File: config.mk
export PLATFORM = sky130hd
export DESIGN_NAME = par_frame_rx
export DESIGN_NICKNAME = d
export VERILOG_FILES = /design/src/rtl/par_bus_pkg.sv /design/src/rtl/par_frame_rx_timeout.sv /design/src/rtl/par_frame_rx.sv
export SDC_FILE = /design/constraint.sdc
export NUM_CORES = 1
export LEC_CHECK = 0
export CORE_MARGIN = 5
export CORE_UTILIZATION = 55
export CTS_CLUSTER_DIAMETER = 50
export DETAILED_ROUTE_END_ITERATION = 6
export GPL_TIMING_DRIVEN = 0
export PLACE_DENSITY = 0.81
export SLEW_MARGIN = 20
export SYNTH_ARGS = -nofsm -noshare
export SYNTH_HDL_FRONTEND = slang
export SYNTH_SLANG_ARGS = --single-unit
export TNS_END_PERCENT = 10
File: constraint.sdc
create_clock -name clk -period 3.8 [get_ports clk]
set_clock_uncertainty 0.15 [all_clocks]
set_input_delay 0.95 -clock clk [delete_from_list [all_inputs] [get_ports clk]]
set_output_delay 0.95 -clock clk [all_outputs]
set_load 0.02 [all_outputs]
File: src/rtl/par_bus_pkg.sv
// Parameter-bus shared definitions: sync byte, receiver states and
// width helpers used by every addressed parameter sink.
package par_bus_pkg;

  localparam logic [7:0] SYNC = 8'hA5;

  typedef enum logic [1:0] {
    IDLE,
    GET_ADDR,
    GET_DATA,
    GET_CSUM
  } state_e;

  function automatic int par_w(input int max_val);
    return (max_val < 1) ? 1 : $clog2(max_val + 1);
  endfunction

  function automatic int addr_w(input int max_addr);
    return (max_addr < 1) ? 1 : $clog2(max_addr + 1);
  endfunction

endpackage

File: src/rtl/par_frame_rx_timeout.sv
// Loadable inter-byte gap counter; expired flags the last idle cycle
// of the allowed gap while the receiver is mid-frame.
module byte_timeout #(
  parameter int CLK_MHZ    = 100,
  parameter int TIMEOUT_US = 1000
) (
  input  logic clk,
  input  logic rst_n,
  input  logic load,
  input  logic run,
  output logic expired
);

  localparam int N  = CLK_MHZ * TIMEOUT_US;
  localparam int CW = (N > 1) ? $clog2(N) : 1;
  localparam logic [CW-1:0] LOAD_V = CW'(N - 1);

  logic [CW-1:0] cnt_q, cnt_d;

  always_comb begin
    cnt_d = cnt_q;
    if (load)
      cnt_d = LOAD_V;
    else if (run && cnt_q != '0)
      cnt_d = cnt_q - CW'(1);
  end

  always_ff @(posedge clk or negedge rst_n) begin
    if (!rst_n) cnt_q <= '0;
    else        cnt_q <= cnt_d;
  end

  // A byte arriving in the expiry cycle takes priority.
  assign expired = run && !load && (cnt_q == '0);

endmodule

File: src/rtl/par_frame_rx.sv
// Parameter-frame receiver: SYNC, A, D, C=(A+D) mod 256.
// Accepted frames drive a one-cycle en with held addr/pw_par.
module par_frame_rx
  import par_bus_pkg::*;
#(
  parameter int CLK_MHZ     = 100,
  parameter int PAR_MAX_VAL = 255,
  parameter int ADDR_MAX    = 4,
  parameter int TIMEOUT_US  = 1000
) (
  input  logic                           clk,
  input  logic                           rst_n,
  input  logic [7:0]                     rx_data,
  input  logic                           rx_valid,
  output logic [par_w(PAR_MAX_VAL)-1:0]  pw_par,
  output logic [addr_w(ADDR_MAX)-1:0]    addr,
  output logic                           en,
  output logic                           frame_err
);

  localparam int PW = par_w(PAR_MAX_VAL);
  localparam int AW = addr_w(ADDR_MAX);
  localparam logic [7:0] AMAX = 8'(ADDR_MAX);
  localparam logic [7:0] DMAX = 8'(PAR_MAX_VAL);

  state_e        state_q, state_d;
  logic [7:0]    a_q, a_d;
  logic [7:0]    d_q, d_d;
  logic [PW-1:0] pw_q, pw_d;
  logic [AW-1:0] addr_q, addr_d;
  logic          en_q, en_d;
  logic          err_q, err_d;
  logic          expired;
  logic [7:0]    csum;
  logic          ok;

  byte_timeout #(
    .CLK_MHZ   (CLK_MHZ),
    .TIMEOUT_US(TIMEOUT_US)
  ) u_tmo (
    .clk    (clk),
    .rst_n  (rst_n),
    .load   (rx_valid),
    .run    (state_q != IDLE),
    .expired(expired)
  );

  assign csum = a_q + d_q;
  assign ok   = (rx_data == csum) && (a_q <= AMAX) && (d_q <= DMAX);

  always_comb begin
    state_d = state_q;
    a_d     = a_q;
    d_d     = d_q;
    pw_d    = pw_q;
    addr_d  = addr_q;
    en_d    = 1'b0;
    err_d   = 1'b0;
    unique case (state_q)
      IDLE: begin
        if (rx_valid && rx_data == SYNC)
          state_d = GET_ADDR;
      end
      GET_ADDR: begin
        if (rx_valid) begin
          a_d     = rx_data;
          state_d = GET_DATA;
        end else if (expired) begin
          state_d = IDLE;
          err_d   = 1'b1;
        end
      end
      GET_DATA: begin
        if (rx_valid) begin
          d_d     = rx_data;
          state_d = GET_CSUM;
        end else if (expired) begin
          state_d = IDLE;
          err_d   = 1'b1;
        end
      end
      GET_CSUM: begin
        if (rx_valid) begin
          state_d = IDLE;
          if (ok) begin
            en_d   = 1'b1;
            pw_d   = d_q[PW-1:0];
            addr_d = a_q[AW-1:0];
          end else begin
            err_d  = 1'b1;
          end
        end else if (expired) begin
          state_d = IDLE;
          err_d   = 1'b1;
        end
      end
      default: state_d = IDLE;
    endcase
  end

  always_ff @(posedge clk or negedge rst_n) begin
    if (!rst_n) begin
      state_q <= IDLE;
      a_q     <= '0;
      d_q     <= '0;
      pw_q    <= '0;
      addr_q  <= '0;
      en_q    <= 1'b0;
      err_q   <= 1'b0;
    end else begin
      state_q <= state_d;
      a_q     <= a_d;
      d_q     <= d_d;
      pw_q    <= pw_d;
      addr_q  <= addr_d;
      en_q    <= en_d;
      err_q   <= err_d;
    end
  end

  assign pw_par    = pw_q;
  assign addr      = addr_q;
  assign en        = en_q;
  assign frame_err = err_q;

endmodule

==> run_results.csv, run 1 <==
group,metric,value,unit
sta,slew_headroom,63.1,%
grt,grt_overflow,0,
cts,cts_setup_buffers,0,
setup_path,regToRegEndpoint,"pw_par[2]$_DFFE_PN0P_",
pwr,peakVddDrop,0.000433,V
finish,fin_area,3030,sq um
synth,synth_top_area_cell,"dfrtp_1",
route,first_pass_iters,4,
cts,cts_resized,0,
setup_path,cp_max_fo,10,
route,drc,0,
status,outcome,"complete, no violations",
sta,postLayoutSetupSlackWorst,0.598,ns
finish,drive_gt1_share,15.6,%
pwr,p_leak,0.00131,uW
sta,final.min_clock_period,3.20,ns
finish,multi_input_area,1350,sq um
setup_path,start_kind,"register",
route,vias,1786,
setup_path,end_kind,"register",
finish,fill_cells,366,
route,via_per_inst,5.76,
route,wl_per_cell,15.5,um
synth,ys_async_sr_fraction,100,%
run,drv_cap,0,
finish,area_delta_synth_final,16.1,%
placement,io_buffers,23,
sta,hold_viol,0,
synth,synth_ff_type,"dfrtp_1",
min_path,min_path_type,"register to register",
pwr,finalPower,1540,uW
synth,synthDistinctLibCells,42,
placement,hpwl,3600,um
cts,path_clk_slew,0.08,ns
synth,synth_edf_count,0,
sta,fmaxAchievable,312,MHz
finish,regArea,1200,sq um
setup_path,crit_type,"register to register",
route,drt_iter0_drc,167,
sta,fin_setup_tns,0,ns
sta,period_share,84.3,%
synth,syn_inst,224,
route,routed_wl,4820,um
sta,drv_slew,0,
setup_path,critical_path_arrival,3.24,ns
setup_path,worstSetupEndpoint,"pw_par[2]$_DFFE_PN0P_",
setup_path,reg2reg_from,"a_q[0]$_DFFE_PN0P_",
cts,clock_latency,0.30,ns
floorplanning,rows,25,
sta,tightest_slew,0.553,ns
setup_path,r2r_slack,0.60,ns
setup_path,r2r_cells,9,
sta,rsz0062_at_grt,"false",
grt,antenna_found_initial,0,
cts,cts_buffers,5,
sta,finalSetupViolations,0,
synth,netlist_area,2600,sq um
route,drtAntennaViolNets,0,
cts,hold_buffers,0,
synth,ys_warn_count,0,
grt,grt_max_degree,26,
cts,clock_path_buffers,2,
cts,cts_tree,"done",
cts,root_buffer,"clkbuf_8",
finish,final_common_cell,"dfrtp_1",
floorplanning,fp.dieW,78.8,um
setup_path,worst-endpoint-required,3.83,ns
grt,grt_use_total,17.7,%
finish,n_antenna_cell,0,
synth,netlist_top_cells_area,"dfrtp_1 46%, mux2_2 6.9%, ha_1 6.2%, xnor2_1 5.7%, mux2_4 5.2%",
floorplanning,io_pins,24,
placement,place_area,2920,sq um
floorplanning,dieArea,6210,sq um
finish,nets,280,
setup_path,startpoint,"a_q[0]$_DFFE_PN0P_",
synth,postSynthAreaPerCell,11.6,sq um
pwr,powerDensity,509,nW/um^2
synth,ys_seq_area_share,46.1,%
floorplanning,initial_core_util,55.9,%
grt,grt_pass1_wl,8710,um
floorplanning,die_h,78.8,um
cts,cts.sinks,48,
placement,post-place-ws,0.328,ns
finish,layout_common_cells,"48 x dfrtp_1, 22 x clkdlybuf4s50_1, 17 x xnor2_1, 16 x nand2_1, 16 x mux2_2",
synth,syn_nets,249,
grt,grt_pass1_vias,1852,
cts,cts_max_level,2,
synth,synth_top_area_share,46.1,%
placement,gp_congestion,0.886,
synth,ys_ff_latch,48,
floorplanning,core,4660,sq um
synthesized netlist by cell type, drive strengths merged (2+ instances only):
master,instances
a211oi,5
a21oi,4
clkbuf,3
dfrtp,48
ha,13
inv,7
mux2,27
nand2,16
nand3,5
nand3b,3
nand4b,2
nand4bb,3
nor2,14
nor3,6
nor4,7
o211ai,2
o21ai,13
o21bai,2
o311ai,2
or3,3
or4,3
xnor2,17
xor2,7
cell families (layout without fill, tap and decap cells):
logic type | after synthesis | in the layout | synth area share (%)
adder cells (fa/ha/maj) | 14 | 14 | 7.01
XOR/XNOR | 24 | 24 | 8.07
AO/OA/AOI/OAI | 35 | 35 | 9.17
multiplexers | 27 | 27 | 13.0
AND/OR/NAND/NOR | 65 | 65 | 14.6
buffers and inverters | 11 | 43 | 2.02
flip-flops | 48 | 48 | 46.1
per-layer routing:
metal  global-route usage, %  vias up  part of all wire (%)
met5                       0        -                     0
met4                    8.59        0                   1.8
met3                    3.85        5                   3.9
met2                    27.6       33                    46
met1                    23.6      873                    48
li1                        -      875                     -
power breakdown:
part           switching [uW]  internal, uW  leakage, uW  total, uW
Combinational             276           246     0.000649        522
Clock                     169           195    0.0000552        364
Sequential               70.4           584     0.000608        655
worst max-delay path, stage by stage (launching register included):
cell	delay, ns
dfrtp_1	0.41
ha_1	0.25
fa_1	0.42
a211oi_1	0.31
o21bai_1	0.13
a211oi_1	0.32
o22ai_2	0.14
nor4_4	0.42
buf_8	0.22
mux2_4	0.31
metrics by stage:
step / instances / util [%] / hold slack (ns)
detailed placement: 302 / 62.6 / 0.325
CTS: 310 / 64.9 / 0.344
finish: 310 / 64.9 / 0.336
global placement: 301 / 62.3 / 0.318
floorplan: 224 / - / 0.335
global route: 310 / 64.9 / 0.368
state kept, by name, summed over array words and instances, names as in the netlist:
signal,cells
d_q,8
state_q,2
u_tmo.cnt_q,17
frame_err,1
addr,3
a_q,8
en,1
pw_par,8
final cells by class:
type,instances,share of cell area (%)
tap,54,2.23
buffer,4,0.868
timing repair buffer,24,8.11
sequential,48,39.7
inverter,7,0.868
multi-input combinational,165,44.7
clock buffer,6,2.40
clock inverter,2,1.16
worst min-delay path by stage:
| stage | from | endpoint | slack, ns | cells past startpoint |
|---|---|---|---|---|
| finish | addr[1]$_DFFE_PN0P_ | addr[1]$_DFFE_PN0P_ | 0.34 | 1 |
| global route | addr[1]$_DFFE_PN0P_ | addr[1]$_DFFE_PN0P_ | 0.37 | 1 |
| CTS | addr[1]$_DFFE_PN0P_ | addr[1]$_DFFE_PN0P_ | 0.34 | 1 |
| detailed placement | addr[1]$_DFFE_PN0P_ | addr[1]$_DFFE_PN0P_ | 0.33 | 1 |
| global placement | addr[0]$_DFFE_PN0P_ | addr[0]$_DFFE_PN0P_ | 0.32 | 1 |
| floorplan | u_tmo.cnt_q[4]$_DFFE_PN0P_ | u_tmo.cnt_q[4]$_DFFE_PN0P_ | 0.34 | 2 |
(Power assumes the default switching activity.)
==> inputs of run 2 (changes only) <==
clock period = 3 ns   (was 3.8 ns; I/O delays follow)
==> run 2 against run 1 <==
Against the previous run:
- cell area is 5.4% higher
- core utilization is 3.5 points higher
- routed wire length is 12% higher
- clock-buffer cell count stayed put
- highest routed layer unchanged
- largest cell class unchanged
- die area stayed put
- first-iteration DRC count is 13% higher
- global-route usage is 1.1 points higher
- maximum frequency is 7.8% higher
- worst setup slack worse by 0.57 ns
- largest power group unchanged
- clock power is 28% higher
- critical endpoint unchanged
- via count is 3.7% higher
==> run_results.csv, run 2 (synthesis results as in run 1) <==
group,metric,value,unit
status,outcome,"complete, no violations",
finish,top_register,"u_tmo.cnt_q",
floorplanning,rows,25,
cts,cts.sinks,48,
setup_path,crit_buf_inv,2,
pwr,p_leak,0.00138,uW
setup_path,critical_path_arrival,3.01,ns
cts,cts_tree,"done",
setup_path,critPathMaxStageDelay,0.46,ns
sta,rsz0062_at_grt,"true",
floorplanning,io_pins,24,
sta,finalSetupViolations,0,
sta,period_share,99.0,%
sta,fmaxAchievable,337,MHz
sta,hold_viol,0,
finish,n_antenna_cell,0,
sta,tightest_slew,0.558,ns
floorplanning,core,4660,sq um
cts,path_clk_slew,0.09,ns
floorplanning,die_h,78.8,um
route,wl_per_cell,16.9,um
grt,grt_use_total,18.8,%
finish,fill_cells,326,
finish,stdcell_count,320,
grt,grt_pass1_vias,1900,
route,drtAntennaViolNets,0,
grt,grt_pass1_wl,9160,um
pwr,powerDensity,653,nW/um^2
finish,largest_reg_flops,17,
pwr,finalPower,2080,uW
finish,layout_common_cells,"48 x dfrtp_1, 22 x clkdlybuf4s50_1, 16 x nand2_1, 16 x xnor2_1, 16 x mux2_2",
route,vias,1852,
route,via_per_inst,5.79,
setup_path,critPathSlowestCell,"dfrtp_1",
placement,io_buffers,23,
setup_path,startpoint,"a_q[1]$_DFFE_PN0P_",
setup_path,path_cells,"ha_1, a211oi_4, o21bai_1, a211oi_1, o22ai_2, nor4_4, buf_4, buf_8, mux2_4",
cts,clock_path_buffers,2,
cts,cts_max_level,2,
floorplanning,dieArea,6210,sq um
placement,dp.cells,302,
setup_path,end_kind,"register",
sta,final.min_clock_period,2.97,ns
placement,gp_congestion,0.886,
cts,clock_latency,0.31,ns
setup_path,reg2reg_from,"a_q[1]$_DFFE_PN0P_",
pwr,peakVddDrop,0.000558,V
route,first_pass_iters,4,
finish,area_delta_synth_final,22.4,%
floorplanning,initial_core_util,55.9,%
setup_path,worst-endpoint-required,3.04,ns
sta,drv_slew,0,
setup_path,start_kind,"register",
cts,cts_buffers,5,
finish,final_common_cell,"dfrtp_1",
setup_path,cp_top_family,"compound AO/OA/AOI/OAI gates",
route,drt_iter0_drc,188,
setup_path,cp_max_fo,5,
run,drv_cap,0,
floorplanning,fp.dieW,78.8,um
route,routed_wl,5400,um
finish,nets,290,
grt,antenna_found_initial,0,
finish,drive_gt1_share,21.8,%
route,drc,0,
min_path,min_path_type,"input port to async pin",
grt,grt_max_degree,26,
cts,root_buffer,"clkbuf_8",
grt,grt_overflow,0,
setup_path,crit_type,"register to register",
placement,hpwl,3600,um
sta,slew_headroom,62.3,%
[run 2: area by class of cell]
type                            count  area [sq um]  area share [%]
Inverter                            7          26.3           0.824
Timing Repair Buffer               34           345            10.8
Clock inverter                      2          35.0            1.10
Tap cell                           54          67.6            2.12
Multi-Input combinational cell    165          1420            44.4
Sequential cell                    48          1200            37.7
Clock buffer                        6          72.6            2.28
Buffer                              4          26.3           0.824
[run 2: repair_timing]
item | 4_1_cts | 5_1_grt
pin swaps | 3 | 11
gates cloned | 1 | 0
endpoints found under the hold margin | 0 | 0
endpoints found under the setup margin | 11 | 12
setup buffers | 6 | 3
hold buffers | 0 | 0
gates resized for setup | 2 | 9
[run 2: report_power, final]
group          total, uW  leakage (uW)  internal [uW]  switching (uW)
sequential           837      0.000608            740            97.2
combinational        779      0.000716            371             408
clock                466     0.0000552            248             218
[run 2: final timing paths]
kind / to / slack [ns] / cells after the start
worst max-delay path: pw_par[2]$_DFFE_PN0P_ / 0.03 / 9
worst min-delay path: a_q[5]$_DFFE_PN0P_ / 0.26 / 1
worst max register to register: pw_par[2]$_DFFE_PN0P_ / 0.03 / 9
worst min register to register: addr[1]$_DFFE_PN0P_ / 0.37 / 1
max in group asynchronous: u_tmo.cnt_q[0]$_DFFE_PN0P_ / 1.90 / 2
min in group clk: addr[1]$_DFFE_PN0P_ / 0.37 / 1
[run 2: worst register-to-register path, stage by stage (launching register included)]
cell      delay (ns)
dfrtp_1         0.46
ha_1            0.36
a211oi_4        0.34
o21bai_1        0.14
a211oi_1        0.31
o22ai_2         0.14
nor4_4          0.33
buf_4           0.19
buf_8           0.13
mux2_4          0.30
[run 2: through the flow]
| step | utilization [%] | worst slack [ns] | cell area, sq um | hold slack (ns) | TNS, ns |
|---|---|---|---|---|---|
| 5_1_grt | 68.4 | -0.0756 | 3190 | 0.301 | -0.671 |
| 3_5_place_dp | 62.6 | -0.272 | 2920 | 0.325 | -2.58 |
| 4_1_cts | 66.8 | 0.0162 | 3110 | 0.281 | 0 |
| 2_1_floorplan | - | 0.100 | 2610 | 0.304 | 0 |
| 6_report | 68.4 | 0.0307 | 3190 | 0.265 | 0 |
| 3_3_place_gp | 62.3 | -0.281 | 2900 | 0.318 | -15.86 |
[run 2: metal layers]
metal  part of all wire (%)  up-vias  global-route usage (%)  routed length [um]
li1                       -      898                       -                   -
met1                     46      904                    25.4                2510
met2                     48       40                    28.9                2590
met3                    3.6       10                    4.20                 192
met4                    2.0        0                    8.76                 106
met5                      0        -                       0                   0
==> inputs of run 3 (changes only) <==
PLACE_DENSITY = 0.77   (was 0.81)
==> run 3 against run 2 <==
Against the previous run:
- global-route usage about the same
- clock-buffer cell count rose by 2
- sequential cell count is the same
- maximum frequency up 1.1%
- first-iteration DRC count is 53% lower
- via count fell by 1.8%
- sequential power hardly changed
- sequential share of layout area up 0.13 points
- worst hold slack better by 0.029 ns
- critical path depth is 1 higher
- cell area fell by 0.35%
==> run_results.csv, run 3 (synthesis results as in run 1) <==
group,metric,value,unit
setup_path,crit_type,"register to register",
setup_path,end_kind,"register",
floorplanning,fp.dieW,78.8,um
floorplanning,dieArea,6210,sq um
sta,slew_headroom,60.1,%
cts,cts_buffers,5,
finish,area_delta_synth_final,22.0,%
grt,grt_pass1_wl,9320,um
cts,root_buffer,"clkbuf_8",
sta,finalSetupViolations,0,
grt,grt_max_degree,26,
placement,dp.cells,302,
finish,final_util,68.2,%
sta,fin_setup_tns,0,ns
pwr,peakVddDrop,0.000492,V
finish,final_common_cell,"dfrtp_1",
sta,worst_hold_slack,0.293,ns
cts,cts_max_level,2,
placement,gp_congestion,0.869,
route,via_per_inst,5.70,
finish,fill_cells,353,
grt,grt_overflow,0,
finish,regArea,1200,sq um
setup_path,cp_max_fo,5,
sta,fmaxAchievable,341,MHz
floorplanning,die_h,78.8,um
setup_path,worst-endpoint-required,3.04,ns
finish,top_register,"u_tmo.cnt_q",
setup_path,start_kind,"register",
cts,clock_latency,0.30,ns
cts,cts_tree,"done",
route,drt_iter0_drc,88,
finish,fin_area,3180,sq um
run,drv_cap,0,
floorplanning,io_pins,24,
route,drtAntennaViolNets,0,
grt,grt_use_total,18.8,%
cts,clock_path_buffers,2,
floorplanning,core,4660,sq um
floorplanning,initial_core_util,55.9,%
sta,final.min_clock_period,2.94,ns
grt,antenna_found_initial,0,
finish,multi_input_area,1420,sq um
setup_path,critical_path_arrival,2.97,ns
route,wl_per_cell,16.7,um
finish,stdcell_count,319,
route,vias,1819,
finish,layout_common_cells,"48 x dfrtp_1, 22 x clkdlybuf4s50_1, 16 x nand2_1, 16 x xnor2_1, 16 x mux2_2",
min_path,min_path_type,"input port to async pin",
grt,grt_pass1_vias,1940,
floorplanning,rows,25,
cts,path_clk_slew,0.09,ns
sta,period_share,97.9,%
finish,nets,289,
finish,drive_gt1_share,20.8,%
finish,n_antenna_cell,0,
placement,place_area,2930,sq um
pwr,powerDensity,637,nW/um^2
route,drc,0,
sta,tightest_slew,0.598,ns
status,outcome,"complete, no violations",
setup_path,r2r_cells,10,
cts,cts.sinks,48,
route,routed_wl,5320,um
finish,largest_reg_flops,17,
route,first_pass_iters,4,
sta,hold_viol,0,
pwr,p_leak,0.00137,uW
sta,drv_slew,0,
placement,io_buffers,23,
placement,hpwl,3660,um
-- run 3: layout make-up --
type	instances	area share [%]
multi-input combinational	165	44.7
sequential	48	37.8
timing repair buffer	33	10.9
clock buffer	8	2.83
tap	54	2.13
buffer	4	0.827
inverter	7	0.827
-- run 3: stage by stage --
step                      total power [uW]  setup slack [ns]
after global routing                  2150           -0.0404
final                                 2020            0.0638
after detailed placement              1510            -0.307
after floorplan                       1350             0.100
after global placement                1470            -0.301
after CTS                             1930           0.00467
-- run 3: power by group --
group	leakage [uW]	total, uW	switching, uW	internal, uW
Sequential	0.000608	838	98.6	740
Clock	0.0000455	394	206	188
Combinational	0.000716	792	423	368
-- run 3: worst paths after layout --
check | from | endpoint | slack, ns
hold reg to reg | addr[0]$_DFFE_PN0P_ | addr[0]$_DFFE_PN0P_ | 0.34
min in group clk | addr[0]$_DFFE_PN0P_ | addr[0]$_DFFE_PN0P_ | 0.34
max in group asynchronous | rst_n | u_tmo.cnt_q[0]$_DFFE_PN0P_ | 1.88
setup / recovery | d_q[0]$_DFFE_PN0P_ | pw_par[3]$_DFFE_PN0P_ | 0.06
setup reg to reg | d_q[0]$_DFFE_PN0P_ | pw_par[3]$_DFFE_PN0P_ | 0.06
hold / removal | rst_n | d_q[2]$_DFFE_PN0P_ | 0.29
-- run 3: per-layer routing --
| layer | vias to the layer above | share of wire (%) | track usage (%) |
|---|---|---|---|
| li1 | 890 | - | - |
| met3 | 9 | 3.4 | 3.63 |
| met4 | 0 | 1.5 | 5.33 |
| met1 | 888 | 48 | 26.0 |
| met5 | - | 0 | 0 |
| met2 | 32 | 47 | 30.4 |
-- run 3: what timing repair did --
action,in CTS,in global routing
hold buffers,0,0
setup endpoints to repair,9,12
gates resized for setup,2,9
gates cloned,1,0
buffers inserted,6,2
pin swaps,3,6
-- run 3: critical path, cell delays in order, from the launching register on --
cell and delay (ns):
dfrtp_1 0.44, ha_4 0.19, fa_2 0.54, xnor2_2 0.14
nand3_4 0.10, nor4_4 0.22, nand4b_1 0.21, nor4_4 0.22
buf_4 0.18, buf_8 0.12, mux2_4 0.30
